<file path="src/rtl/image_receiver.sv">
// 8N1 UART receiver that pairs bytes into 12-bit pixels and writes them to a frame buffer.
// Optional trailing XOR checksum byte per frame: define IMAGE_RX_CHECKSUM_EN.
module image_receiver #(
  parameter int CLKS_PER_BIT = 434,
  parameter int NUM_PIXELS   = 76800,
  parameter int TIMEOUT_CLKS = 50000
) (
  input  logic        clk,
  input  logic        rst,
  input  logic        uart_in,
  output logic        wr_en,
  output logic [16:0] wr_address,
  output logic [11:0] wr_pixel,
  output logic        image_ready,
  output logic        frame_error
);

  localparam int BIT_W = $clog2(CLKS_PER_BIT);
  localparam int TO_W  = $clog2(TIMEOUT_CLKS + 1);
  localparam logic [BIT_W-1:0] BIT_LOAD  = BIT_W'(CLKS_PER_BIT - 1);
  localparam logic [BIT_W-1:0] HALF_LOAD = BIT_W'(CLKS_PER_BIT / 2 - 1);
  localparam logic [BIT_W-1:0] BIT_ONE   = BIT_W'(1);
  localparam logic [TO_W-1:0]  TO_LAST   = TO_W'(TIMEOUT_CLKS - 1);
  localparam logic [TO_W-1:0]  TO_ONE    = TO_W'(1);
  localparam logic [16:0]      ADDR_LAST = 17'(NUM_PIXELS - 1);

  typedef enum logic [1:0] {B_IDLE, B_START, B_DATA, B_STOP} bit_state_t;
`ifdef IMAGE_RX_CHECKSUM_EN
  typedef enum logic [1:0] {P_WAIT_HI, P_WAIT_LO, P_CHECKSUM} pix_state_t;
`else
  typedef enum logic [1:0] {P_WAIT_HI, P_WAIT_LO} pix_state_t;
`endif

  logic             rx_meta, rx;
  bit_state_t       bit_state, bit_next;
  logic [BIT_W-1:0] bit_cnt;
  logic [2:0]       bit_idx;
  logic [7:0]       shift;
  logic             bit_tc, byte_valid, stop_err;

  pix_state_t       pix_state, pix_next;
  logic [3:0]       hi_nib;
  logic [TO_W-1:0]  to_cnt;
  logic             timer_run, timeout, abort, last_pix;
`ifdef IMAGE_RX_CHECKSUM_EN
  logic [7:0]       csum;
`endif

  // Synchroniser resets to the idle-high line level so reset cannot fake a start bit.
  always_ff @(posedge clk) begin
    if (rst) begin
      rx_meta <= 1'b1;
      rx      <= 1'b1;
    end else begin
      rx_meta <= uart_in;
      rx      <= rx_meta;
    end
  end

  assign bit_tc = (bit_cnt == '0);

  always_ff @(posedge clk) begin
    if (rst) bit_state <= B_IDLE;
    else     bit_state <= bit_next;
  end

  always_comb begin
    bit_next   = bit_state;
    byte_valid = 1'b0;
    stop_err   = 1'b0;
    case (bit_state)
      B_IDLE:  if (!rx) bit_next = B_START;
      B_START: if (bit_tc) bit_next = rx ? B_IDLE : B_DATA;
      B_DATA:  if (bit_tc && bit_idx == 3'd7) bit_next = B_STOP;
      B_STOP: begin
        if (bit_tc) begin
          bit_next   = B_IDLE;
          byte_valid = rx;
          stop_err   = !rx;
        end
      end
      default: bit_next = B_IDLE;
    endcase
  end

  always_ff @(posedge clk) begin
    if (rst) begin
      bit_cnt <= '0;
      bit_idx <= '0;
      shift   <= '0;
    end else begin
      case (bit_state)
        B_IDLE:  bit_cnt <= HALF_LOAD;
        B_START: begin
          bit_cnt <= bit_tc ? BIT_LOAD : bit_cnt - BIT_ONE;
          bit_idx <= '0;
        end
        B_DATA: begin
          if (bit_tc) begin
            shift   <= {rx, shift[7:1]};
            bit_idx <= bit_idx + 3'd1;
            bit_cnt <= BIT_LOAD;
          end else begin
            bit_cnt <= bit_cnt - BIT_ONE;
          end
        end
        B_STOP:  if (!bit_tc) bit_cnt <= bit_cnt - BIT_ONE;
        default: bit_cnt <= '0;
      endcase
    end
  end

  // Timer only runs inside a frame; a byte landing on the timeout cycle wins.
  assign timer_run = (pix_state != P_WAIT_HI) || (wr_address != '0);
  assign timeout   = timer_run && !byte_valid && (to_cnt == TO_LAST);
  assign abort     = stop_err || timeout;
  assign last_pix  = (wr_address == ADDR_LAST);

  always_ff @(posedge clk) begin
    if (rst) pix_state <= P_WAIT_HI;
    else     pix_state <= pix_next;
  end

  always_comb begin
    pix_next = pix_state;
    if (abort) begin
      pix_next = P_WAIT_HI;
    end else if (byte_valid) begin
      case (pix_state)
        P_WAIT_HI: pix_next = P_WAIT_LO;
`ifdef IMAGE_RX_CHECKSUM_EN
        P_WAIT_LO:  pix_next = last_pix ? P_CHECKSUM : P_WAIT_HI;
        P_CHECKSUM: pix_next = P_WAIT_HI;
`else
        P_WAIT_LO:  pix_next = P_WAIT_HI;
`endif
        default:    pix_next = P_WAIT_HI;
      endcase
    end
  end

  always_ff @(posedge clk) begin
    if (rst) begin
      wr_en       <= 1'b0;
      wr_address  <= '0;
      wr_pixel    <= '0;
      image_ready <= 1'b0;
      frame_error <= 1'b0;
      hi_nib      <= '0;
      to_cnt      <= '0;
`ifdef IMAGE_RX_CHECKSUM_EN
      csum        <= '0;
`endif
    end else begin
      wr_en       <= 1'b0;
      frame_error <= abort;

      if (byte_valid || abort) to_cnt <= '0;
      else if (timer_run)      to_cnt <= to_cnt + TO_ONE;

      if (wr_en) begin
        wr_address <= last_pix ? '0 : wr_address + 17'd1;
`ifndef IMAGE_RX_CHECKSUM_EN
        if (last_pix) image_ready <= 1'b1;
`endif
      end
      if (abort) wr_address <= '0;

      if (byte_valid) begin
        case (pix_state)
          P_WAIT_HI: begin
            hi_nib      <= shift[3:0];
            image_ready <= 1'b0;
`ifdef IMAGE_RX_CHECKSUM_EN
            csum <= (wr_address == '0) ? shift : csum ^ shift;
`endif
          end
          P_WAIT_LO: begin
            wr_en    <= 1'b1;
            wr_pixel <= {hi_nib, shift};
`ifdef IMAGE_RX_CHECKSUM_EN
            csum <= csum ^ shift;
`endif
          end
`ifdef IMAGE_RX_CHECKSUM_EN
          P_CHECKSUM: begin
            if (shift == csum) image_ready <= 1'b1;
            else               frame_error <= 1'b1;
          end
`endif
          default: ;
        endcase
      end
    end
  end

endmodule

</file>
<file path="config.mk">
export PLATFORM = sky130hd
export DESIGN_NAME = image_receiver
export DESIGN_NICKNAME = d
export VERILOG_FILES = /design/src/rtl/image_receiver.sv
export SDC_FILE = /design/constraint.sdc
export NUM_CORES = 1
export LEC_CHECK = 0
export BUFFER_PORTS_ARGS = -buffer_cell sky130_fd_sc_hd__buf_4
export CORE_ASPECT_RATIO = 0.75
export CORE_UTILIZATION = 50
export CTS_CLUSTER_DIAMETER = 120
export CTS_CLUSTER_SIZE = 14
export DETAILED_ROUTE_END_ITERATION = 10
export PLACE_DENSITY = 0.69
export SLEW_MARGIN = 30
export SYNTH_ARGS = -nofsm -noshare
export SYNTH_HDL_FRONTEND = slang
export SYNTH_SLANG_ARGS = --single-unit
</file>
<file path="constraint.sdc">
create_clock -name clk -period 2.78 [get_ports clk]
set_input_delay 0.417 -clock clk [delete_from_list [all_inputs] [get_ports clk]]
set_output_delay 0.417 -clock clk [all_outputs]
set_load 0.1 [all_outputs]
</file>
Word-level counts from Yosys, hierarchy flattened
Index checks and enable logic that the tools add are counted.
{"block": "word_totals", "ff_bits": 78, "word_cells": 77}
{"block": "classes", "n_addsub": 4, "n_eq_ne": 13, "n_mux": 22, "bitwise": 1, "n_reduce_logical": 23}
{"operator": "9-bit one-hot mux with 3 select lines", "count": 1}
{"operator": "9-bit 2-to-1 mux", "count": 2}
{"operator": "17-bit by 1-bit adder with 17-bit output (second input constant)", "count": 1}
{"operator": "17-bit == test (second input constant)", "count": 1}
{"operator": "17-bit 2-to-1 mux", "count": 1}
{"operator": "17-bit nonzero test", "count": 1}
{"operator": "16-bit by 1-bit adder with 16-bit output (second input constant)", "count": 1}
{"operator": "16-bit == test (second input constant)", "count": 1}
{"operator": "2-bit != test (second input constant)", "count": 6}
{"operator": "1-bit 2-to-1 mux", "count": 10}
{"operator": "2-bit 2-to-1 mux", "count": 5}
{"operator": "9-bit zero test", "count": 1}
{"operator": "9-bit by 1-bit subtractor with 9-bit output (second input constant)", "count": 1}
{"operator": "2-bit one-hot mux with 4 select lines", "count": 1}
{"operator": "2-bit AND reduction", "count": 4}
{"operator": "2-bit OR reduction", "count": 4}
{"operator": "3-bit one-hot mux with 2 select lines", "count": 1}
{"operator": "2-bit by 1-bit == test with 1-bit output (second input constant)", "count": 2}
{"operator": "2-bit == test (second input constant)", "count": 2}
{"operator": "2-bit zero test", "count": 2}
{"operator": "4-bit AND reduction", "count": 1}
{"operator": "2-bit nonzero test", "count": 2}
{"operator": "3-bit by 1-bit adder with 3-bit output (second input constant)", "count": 1}
{"operator": "3-bit == test (second input constant)", "count": 1}
{"operator": "other kinds (5)", "count": 10}

Depth between registers and ports, before layout
{"block": "logic_depth", "depth_word": 9, "mapped_depth": 8, "depth_no_buf": 7}

Worst setup path after synthesis
No wires, ideal clock.
{"block": "synth_timing", "path_kind": "register to register", "from": "register wr_address[10]", "to": "register wr_address[3]", "arrival_time_ns": 2.579, "required_time_ns": 2.701, "slack_ns": 0.122, "path_stages_with_launch": 7, "synth_period_minus_slack_ns": 2.658, "path_cell_list": "dfxtp_1 > or4_4 > or4b_4 > buf_6 > o2111ai_4 > nand3_4 > a211oi_2"}
{"block": "synth_between", "elab_chain_cells": 6, "elab_cells_between_ends": 8, "cone_classes": "1 x eq/ne; 1 x mux; 6 x reduce/logical"}
{"item": "start: declaration", "line": "12", "text": "output logic [16:0] wr_address,"}
{"item": "start signal: assignment", "line": "162", "text": "wr_address <= last_pix ? '0 : wr_address + 17'd1;"}
{"item": "17-bit nonzero test", "line": "114", "text": "assign timer_run = (pix_state != P_WAIT_HI) || (wr_address != '0);"}
{"item": "1-bit logical OR", "line": "114"}
{"item": "1-bit logical AND (2 in a row)", "line": "115", "text": "assign timeout = timer_run && !byte_valid && (to_cnt == TO_LAST);"}
{"item": "1-bit logical OR", "line": "116", "text": "assign abort = stop_err || timeout;"}
{"item": "2-bit OR reduction (no line)"}
Several ways; a longest one is shown, not always the timed one.
A chain may end at the register's enable or synchronous reset.

Worst setup path after layout
{"block": "layout_timing", "from": "register wr_address[10]", "to": "register to_cnt[6]"}
{"block": "layout_between", "elab_chain_cells": 7}
{"item": "17-bit nonzero test (*)", "line": "114"}
{"item": "1-bit logical OR (*)", "line": "114"}
{"item": "1-bit logical AND (2 in a row)", "line": "115"}
{"item": "1-bit logical OR", "line": "116"}
{"item": "1-bit logical OR", "line": "158", "text": "if (byte_valid || abort) to_cnt <= '0;"}
{"item": "2-bit OR reduction (no line)"}
{"item": "end signal: assignment", "line": "159", "text": "else if (timer_run) to_cnt <= to_cnt + TO_ONE;"}
{"item": "end: declaration", "line": "43", "text": "logic [TO_W-1:0] to_cnt;"}
Every way passes the cells marked *; elsewhere a longest branch is shown, timed or not.

==> impl_metrics.yaml <==
sta:
  clock_skew_ns: 0.01384
  timing.final.crit_share: 0.8633
  setup_viol: 0
  tightest_slew_ns: 0.6868
  rsz0062_at_grt: "false"
  min_period_ns: 2.400
  finalHoldViolations: 0
  slew_headroom: 0.5397
  maxSlewViolCount: 0
  clock.fmax_mhz: 416.7
  hold-worst-slack_ns: 0.2478
  tns_ns: 0
synth:
  synth-edff-count: 0
  netlist_instances: 415
  ys.warnings.count: 0
  ys_async_sr_fraction: 0
  synthFlopType: "dfxtp_1"
  synth_area_um2: 3552
  synth-seq-area-share: 0.4340
  syn_area_per_cell_um2: 8.559
  ys_types: 57
  syn-num-nets: 429
  ys_seq_elements: 77
place:
  dp_hpwl_um: 5301
  gp_congestion: 0.9083
  dpl.cell_count: 525
  io_buffers: 34
  place_area_um2: 3870
clock_tree:
  clkTransAtPathRegs_ns: 0.09
  cts_tree: "yes"
  clockRootBuffer: "clkbuf_8"
  cts_buffer_depth: 2
  cts_post_setup_buffers_inserted: 0
  cts_made_buffers: 9
  htree_levels: 3
  cts.sink_count: 77
  post_cts_resized: 0
  hold_buffers: 0
  clock_latency_ns: 0.36
global_route:
  grt_max_degree: 44
  grt_pass1_wl_um: 12500
  overflow: 0
  antenna_found_initial: 0
  grt_pass1_vias: 2623
  grt_util_all_layers: 0.2130
setup_path:
  worst_ep_required_time_ns: 3.03
  arrival_ns: 2.65
  crit_fanout: 11
  worstSetupPathType: "flip-flop to flip-flop"
  start_kind: "flip-flop"
  endpoint_kind: "flip-flop"
die:
  dieArea_um2: 7449
  dieWidth_um: 99.33
  start_util: 0.5200
  rows: 26
  coreArea_um2: 6832
  fp.dieH_um: 75.00
  io_pins: 35
power:
  clock_power_share: 0.402
  p_total_mw: 2.181
  power.switching_mw: 0.5702
  power_frac_seq: 0.520
  power_leakage_nw: 1.506
  power_frac_comb: 0.078
  p_sw_frac: 0.2615
  p_int_mw: 1.610
  p_per_area_nw_per_um2: 535.3
  irDropWorstVdd_mv: 0.3019
finish:
  antenna_cells: 0
  fin_nets: 466
  final_cell_mix: "77 x dfxtp_1, 55 x nand2_1, 52 x nor2_1, 41 x a21oi_1, 40 x buf_4"
  layout.cells.non_filler: 541
  fill_cells: 592
  layout-drive-gt1-share: 0.1729
  final_cell_area_um2: 4074
  final_common_cell: "dfxtp_1"
  areaGrowthSynthToFinish_pct: 14.69
route:
  ant_nets: 0
  vias: 3014
  drtIter0Drc: 185
  drt-total-wl_um: 7505
  wl_per_cell_um: 13.87
  post-route-drc-count: 0
  first_pass_iters: 4
  vias_per_cell: 5.571
job:
  max_cap_viol_count: 0
hold_path:
  hold_path_class: "input port to flip-flop"
status:
  status: "finished clean"
-- sequential cells by signal, summed over array words and instances, names as in the netlist, 3 cells and up, named ones only --
register    count
hi_nib          4
wr_pixel       12
bit_idx         3
wr_address     17
shift           8
bit_cnt         9
to_cnt         16
-- Yosys cell counts, types with 3 or more instances --
| cell | number | share of area |
|---|---|---|
| a31oi_1 | 4 | 0.0070 |
| clkbuf_1 | 8 | 0.0085 |
| nand2_1 | 55 | 0.058 |
| xnor2_1 | 7 | 0.017 |
| ha_1 | 11 | 0.039 |
| nor3_1 | 10 | 0.014 |
| inv_1 | 13 | 0.014 |
| a21oi_1 | 41 | 0.058 |
| dfxtp_1 | 77 | 0.43 |
| nor4_1 | 6 | 0.011 |
| or3_1 | 5 | 0.0088 |
| xor2_1 | 16 | 0.039 |
| nand4_1 | 8 | 0.014 |
| or2_2 | 4 | 0.0070 |
| or4b_2 | 4 | 0.011 |
| mux2i_1 | 6 | 0.017 |
| nand3_1 | 19 | 0.027 |
| o21ai_0 | 13 | 0.018 |
| o211ai_1 | 3 | 0.0063 |
| nor2_1 | 52 | 0.055 |
| and3_1 | 4 | 0.0070 |
| and2_1 | 3 | 0.0053 |
| buf_6 | 4 | 0.013 |
-- cell type report --
class,count,area (um^2),share of cell area
well taps,84,105.1,0.02580
repair buffers,40,300.3,0.07371
multi-input cells,311,1874,0.4601
flip-flops and latches,77,1541,0.3784
inverters,13,48.80,0.01198
clock buffers,9,123.9,0.03041
clock inverters,7,80.08,0.01966
-- power groups by stage --
stage / registers, mW / logic (mW) / clock network [mW]
after floorplan: 1.16 / 0.128 / 0
after detailed placement: 1.16 / 0.169 / 0
final: 1.13 / 0.171 / 0.876
after CTS: 1.13 / 0.169 / 0.902
after global routing: 1.14 / 0.190 / 0.947
after global placement: 1.16 / 0.166 / 0
-- stage by stage --
stage	setup slack [ns]	util
final	0.3800	0.5963
after detailed placement	0.3495	0.5665
after floorplan	0.1218	-
after global placement	0.3974	0.5665
after global routing	0.1806	0.5963
after CTS	0.3749	0.5963
-- path summary, 6_finish.rpt --
| check | slack, ns | endpoint | startpoint | cells past startpoint |
|---|---|---|---|---|
| max | 0.38 | to_cnt[6] | wr_address[10] | 5 |
| min | 0.25 | rx_meta | uart_in | 2 |
| max reg2reg | 0.38 | to_cnt[6] | wr_address[10] | 5 |
| min reg2reg | 0.42 | rx | rx_meta | 1 |
-- layer usage --
layer / track usage / part of all wire / up-vias
met1: 0.3020 / 0.52 / 1402
met3: 0.05850 / 0.038 / 9
li1: - / - / 1540
met4: 0.05392 / 0.0096 / 0
met5: 0 / 0 / -
met2: 0.3225 / 0.43 / 63
-- kinds of logic (layout without fill, tap and decap cells) --
logic type | after synthesis | in the layout | synth area share
compound gates | 80 | 80 | 0.1405
simple gates | 190 | 190 | 0.2716
fa+ha+maj | 11 | 11 | 0.03875
mux | 7 | 7 | 0.02008
xor+xnor | 23 | 23 | 0.05671
buf+inv | 27 | 69 | 0.03839
flops | 77 | 77 | 0.4340
-- critical path, cell delays in order, from the launching register on --
cell and delay, ns:
dfxtp_1 0.38, or4_4 0.56, or4b_4 0.63, o21ai_2 0.35, nor3b_1 0.09, o221a_2 0.27
(Power assumes the default switching activity.)
